[src/rtl/ws2812_pixel_source.sv]
// Frame RAM plus streaming FSM that feeds brightness-scaled GRB words to the WS2812 serializer,
// with host/auto-refresh frame starts and an enforced inter-frame latch gap.
module ws2812_pixel_source #(
  parameter int NUM_LEDS       = 54,
  parameter int ADDR_W         = 6,
  parameter int GAP_CYCLES     = 6000,
  parameter int REFRESH_CYCLES = 2000000
) (
  input  logic              sysclk,
  input  logic              rst,
  input  logic              wr_en,
  input  logic [ADDR_W-1:0] wr_addr,
  input  logic [23:0]       wr_data,
  output logic              wr_err,
  input  logic [7:0]        brightness,
  input  logic              frame_req,
  input  logic              auto_en,
  output logic              px_valid,
  input  logic              px_ready,
  output logic [23:0]       px_data,
  output logic              px_last,
  output logic              busy,
  output logic              frame_done
);

  localparam int RW = $clog2(REFRESH_CYCLES + 1);
  localparam int GW = $clog2(GAP_CYCLES + 1);
  localparam logic [ADDR_W:0]   LIM  = (ADDR_W+1)'(NUM_LEDS);
  localparam logic [ADDR_W-1:0] LAST = ADDR_W'(NUM_LEDS - 1);

  typedef enum logic [2:0] {IDLE, FETCH, SCALE, PRESENT, GAP} state_t;

  state_t            r_state, w_next;
  logic [ADDR_W-1:0] r_ptr;
  logic [7:0]        r_bright;
  logic              r_pending;
  logic [RW-1:0]     r_ref;
  logic [GW-1:0]     r_gap;
  logic [23:0]       r_mem [NUM_LEDS];
  logic [2:0][7:0]   r_rd;
  logic [2:0][7:0]   w_scaled;
  logic [23:0]       r_px_data;
  logic              r_px_valid, r_px_last, r_wr_err, r_frame_done;

  logic w_wr_oob, w_ref_to, w_start, w_launch, w_accept, w_gap_end;
  logic [8:0] w_k;

  assign w_wr_oob  = {1'b0, wr_addr} >= LIM;
  assign w_ref_to  = auto_en && (r_ref == RW'(REFRESH_CYCLES - 1));
  assign w_start   = frame_req || r_pending || w_ref_to;
  assign w_launch  = (r_state == IDLE) && w_start;
  assign w_accept  = (r_state == PRESENT) && r_px_valid && px_ready;
  assign w_gap_end = (r_state == GAP) && (r_gap == GW'(GAP_CYCLES - 1));

  // RAM has no reset; reads register on the FETCH cycle so data lands in SCALE
  always_ff @(posedge sysclk) begin
    if (wr_en && !w_wr_oob) r_mem[wr_addr] <= wr_data;
    if (r_state == FETCH) r_rd <= r_mem[r_ptr];
  end

  // bright+1 makes 255 a passthrough and 0 a full blank
  assign w_k = {1'b0, r_bright} + 9'd1;
  for (genvar c = 0; c < 3; c++) begin : g_ch
    logic [15:0] w_prod;
    assign w_prod      = {8'b0, r_rd[c]} * {7'b0, w_k};
    assign w_scaled[c] = w_prod[15:8];
  end

  always_ff @(posedge sysclk) begin
    if (rst) r_state <= IDLE;
    else     r_state <= w_next;
  end

  always_comb begin
    w_next = r_state;
    case (r_state)
      IDLE:    if (w_start) w_next = FETCH;
      FETCH:   w_next = SCALE;
      SCALE:   w_next = PRESENT;
      PRESENT: if (w_accept) w_next = r_px_last ? GAP : FETCH;
      GAP:     if (w_gap_end) w_next = IDLE;
      default: w_next = IDLE;
    endcase
  end

  always_ff @(posedge sysclk) begin
    if (rst) begin
      r_ptr        <= '0;
      r_bright     <= '0;
      r_pending    <= 1'b0;
      r_ref        <= '0;
      r_gap        <= '0;
      r_px_data    <= '0;
      r_px_valid   <= 1'b0;
      r_px_last    <= 1'b0;
      r_wr_err     <= 1'b0;
      r_frame_done <= 1'b0;
    end else begin
      r_wr_err     <= wr_en && w_wr_oob;
      r_frame_done <= w_gap_end;

      if (!auto_en || w_launch || w_ref_to) r_ref <= '0;
      else                                  r_ref <= r_ref + 1'b1;

      // requests arriving while busy collapse into a single pending start
      if (w_launch)                                          r_pending <= 1'b0;
      else if (r_state != IDLE && (frame_req || w_ref_to))   r_pending <= 1'b1;

      case (r_state)
        IDLE: if (w_start) begin
          r_ptr    <= '0;
          r_bright <= brightness;
        end
        SCALE: begin
          r_px_data  <= w_scaled;
          r_px_valid <= 1'b1;
          r_px_last  <= (r_ptr == LAST);
        end
        PRESENT: if (w_accept) begin
          r_px_valid <= 1'b0;
          r_px_last  <= 1'b0;
          if (r_px_last) r_gap <= '0;
          else           r_ptr <= r_ptr + 1'b1;
        end
        GAP: r_gap <= r_gap + 1'b1;
        default: ;
      endcase
    end
  end

  assign px_valid   = r_px_valid;
  assign px_data    = r_px_data;
  assign px_last    = r_px_last;
  assign wr_err     = r_wr_err;
  assign frame_done = r_frame_done;
  assign busy       = (r_state != IDLE);

endmodule

[config.mk]
export PLATFORM = sky130hd
export DESIGN_NAME = ws2812_pixel_source
export DESIGN_NICKNAME = d
export VERILOG_FILES = /design/src/rtl/ws2812_pixel_source.sv
export SDC_FILE = /design/constraint.sdc
export NUM_CORES = 2
export LEC_CHECK = 0
export ABC_AREA = 1
export BUFFER_PORTS_ARGS = -buffer_cell sky130_fd_sc_hd__buf_2
export CAP_MARGIN = 25
export CORE_UTILIZATION = 35
export CTS_BUF_LIST = sky130_fd_sc_hd__clkbuf_4
export DETAILED_ROUTE_END_ITERATION = 12
export PLACE_DENSITY = 0.51
export SYNTH_ARGS = -nofsm -noshare
export SYNTH_HDL_FRONTEND = slang
export SYNTH_SLANG_ARGS = --single-unit
[constraint.sdc]
create_clock -name sysclk -period 13.35 [get_ports sysclk]
set_clock_uncertainty 0.15 [all_clocks]
set_input_delay 0.6675 -clock sysclk [delete_from_list [all_inputs] [get_ports sysclk]]
set_output_delay 0.6675 -clock sysclk [all_outputs]
set_load 0.05 [all_outputs]
==> key figures <==
Die
  – Die W: 423 um
  – # IOs: 73
  – Height of the die: 423 um
  – Initial core utilization: 35.2%
  – Die ar.: 179000 um^2
  – Rows: 154
  – Core area: 176000 um^2

Clocking
  – TritonCTS clock tree: yes
  – Post-CTS setup buffers: 0
  – Reg clk slew, reported paths: 0.06 ns
  – Clock buffer depth: 4
  – Root Buffer: clkbuf_4
  – H-tree depth reported by CTS: 5
  – TritonCTS buffer count: 387
  – CTS sink cnt: 1400
  – Clock latency on the worst-skew pair: 1.36 ns

Timing
  – Final min period: 5.86 ns
  – RSZ-0062 raised after global routing: no
  – Final slew viol count: 0
  – Max Clk Rate: 171 MHz
  – Slew headroom: 37.5%
  – Slew @ Worst Pin: 0.936 ns
  – Final Cycle Share: 43.9%
  – Count of final setup violators: 0
  – Fin. Hold Viols: 0
  – Final TNS setup: 0 ns

Logic synthesis
  – Mapped Avg Cell Area: 11.4 um^2
  – Synth Register Bits: 1400
  – Yosys Warn Count: 0
  – Synthesized area: 62000 um^2
  – Mapped Nets: 5687
  – Post-synthesis async set-or-reset flop share: 0%
  – Leading area contributor after synthesis: edfxtp_1
  – Netlist cell types: 46
  – Top cell type's share of synthesized area: 64.0%
  – Synth area leaders: edfxtp_1 64%, nor2_1 6.1%, o21ai_0 5.5%, nand2_1 4.1%, fa_1 3.9%
  – Post-synth EDFFs: 1320
  – Cells after Synth: 5422
  – Sequential area share after synthesis: 66.5%
  – Top_reg_cell synth: edfxtp_1

Drt
  – Antenna Nets Post-Route: 0
  – WL per Instance: 22.0 um
  – DRC viols: 0
  – Routed wire length: 185 mm
  – DR iter-0 viols: 3751
  – Vias per cell: 5.14
  – Via count: 43029
  – First drt pass iteration count: 6

Power and ir drop
  – Pleak: 25.9 nW
  – Pwr Total: 0.0123 W
  – PD cells: 174 nW/um^2
  – Peak VDD IR: 0.106 mV

Critical path
  – Worst path slowest cell: fa_1
  – CP max FO: 22
  – CP most frequent cell: inv_1
  – Crit-path max cell delay: 0.55 ns
  – Crit. End Element: flop
  – Startpoint type of the worst setup path: flop
  – WS Path Type: reg2reg
  – Worst EP arrival: 6.83 ns
  – Crit path required time: 14.33 ns

GRT
  – GRT Total Usage: 20.4%
  – Pin count of the biggest net entering global routing: 158
  – Initial antenna violation count: 5
  – First-pass GRT wire length: 272 mm
  – Vias in the first global route: 42489
  – Overflow left after global routing: 0

Status
  – Status: finished, final reports clean

Layout
  – Area Overhead vs Synth: 14.3%
  – Nets: 6051
  – Layout Utilization: 40.3%
  – Fraction of layout cells with a size suffix above 1: 14.4%
  – Multi-input gate area: 18400 um^2
  – Register area: 41200 um^2
  – Fin area: 70800 um^2
  – Fillers: 17028
  – Final Non-Filler Cells: 8372

Placed design
  – Detail Placement HPWL: 104 mm
  – Placed insts: 7658
  – Port bufs: 72
  – Placed inst area: 65200 um^2
  – Gpl congestion: 0.845

Run
  – Max-cap violations: 0

Worst hold path
  – Hold Crit Class: in2reg
==> synth_stat cells (3+ instances only) <==
master	n
inv_2	7
edfxtp_1	1320
buf_4	18
a21oi_1	129
o21ai_1	32
nand3_1	165
nand4_1	54
nand3_2	3
buf_6	3
nor2_2	6
a31oi_1	17
nand2_1	671
o21bai_1	4
xor2_1	22
ha_1	101
clkbuf_1	183
fa_1	120
dfxtp_1	80
or2_2	6
buf_2	73
inv_1	337
o21ai_0	684
o211ai_1	26
nor3_1	27
nor2_1	1015
buf_1	13
a211oi_1	3
nand3b_1	38
a21o_1	3
o22ai_1	234
xnor2_1	8
==> state kept, by name, indices dropped and copies added, names as in the netlist <==
signal and cells:
wr_err 1, px_last 1, r_rd 24, r_gap 13, r_pending 1, frame_done 1, r_ptr 6, px_data 24
r_state 3, r_bright 8, px_valid 1, r_ref 21, r_mem 1296
==> area by class of cell <==
type / instances / area share [%]
Sequential cell: 1400 / 58.3
Multi-Input combinational cell: 3384 / 25.9
Clock buffer: 562 / 5.96
Tap cell: 2340 / 4.13
Timing Repair Buffer: 266 / 3.10
Inverter: 347 / 1.87
Clock inverter: 67 / 0.714
Antenna cell: 6 / 0.0212
==> worst paths after layout <==
check                    from    endpoint  slack, ns  cells after the start
setup / recovery  r_bright[0]  px_data[6]       7.49                     25
hold / removal        auto_en   r_pending       0.20                      8
setup reg to reg  r_bright[0]  px_data[6]       7.49                     25
hold reg to reg      r_ref[0]    r_ref[0]       0.33                      1
==> per-stage QoR <==
stage	setup WS (ns)	hold WS, ns
after floorplan	8.53	0.280
after global placement	7.51	0.301
after detailed placement	7.52	0.307
after CTS	7.47	0.0395
after global routing	6.99	0.0950
final	7.49	0.202
==> metal layers <==
metal	global-route usage, %	vias up	share of wire (%)
met3	4.53	273	7.2
met1	27.0	21278	43
li1	-	19985	-
met4	7.97	0	3.2
met5	0	-	0
met2	32.6	1493	46
==> cells by family after synthesis <==
kind of cell / synth area share, %
simple gates: 13.1
flops: 66.5
xor+xnor: 0.424
buf+inv: 4.16
fa+ha+maj: 5.92
compound gates: 9.85
==> cells in the final DEF (no fill, tap or decap), types with 3 or more instances in the layout <==
master            n
bufinv_16         9
clkinv_1         47
clkbuf_4        562
a31oi_1          17
nor3_1           26
inv_1           337
ha_1            101
nand4_1          54
a21o_1            3
nor2_2           47
nand2_1         671
inv_2             8
nand3b_1         38
clkinv_2          9
a21oi_1         129
o21ai_0         684
diode_2           6
xnor2_1           8
dlygate4sd3_1    73
edfxtp_1       1320
o21bai_1          4
dfxtp_1          77
o22ai_1         234
fa_1            120
nor2_4           15
o21ai_1          32
xor2_1           22
nand3_2           3
buf_12           15
buf_2            72
nor3_2            3
nand3_1         165
a211oi_1          3
buf_4           105
nor2_1          959
or2_2             6
o211ai_1         26
==> timing repair <==
item	in CTS	in global routing
gates resized for setup	0	0
hold buffers	69	4
hold endpoints to repair	1365	10
==> worst max-delay path: cells and delay by family (launching register included) <==
kind / cells / cell delay, ns
flip-flops: 1 / 0.31
AND/OR/NAND/NOR: 9 / 1.32
AO/OA/AOI/OAI: 3 / 0.62
adder cells (fa/ha/maj): 5 / 2.25
buffers and inverters: 8 / 1.06
==> where the power goes <==
part | switching, W | internal, W | leakage [nW]
Clock | 0.00173 | 0.00207 | 2.83
Sequential | 0.0000907 | 0.00491 | 12.5
Combinational | 0.00240 | 0.00114 | 10.6
Total | 0.00422 | 0.00812 | 25.9
(Power assumes the default switching activity.)
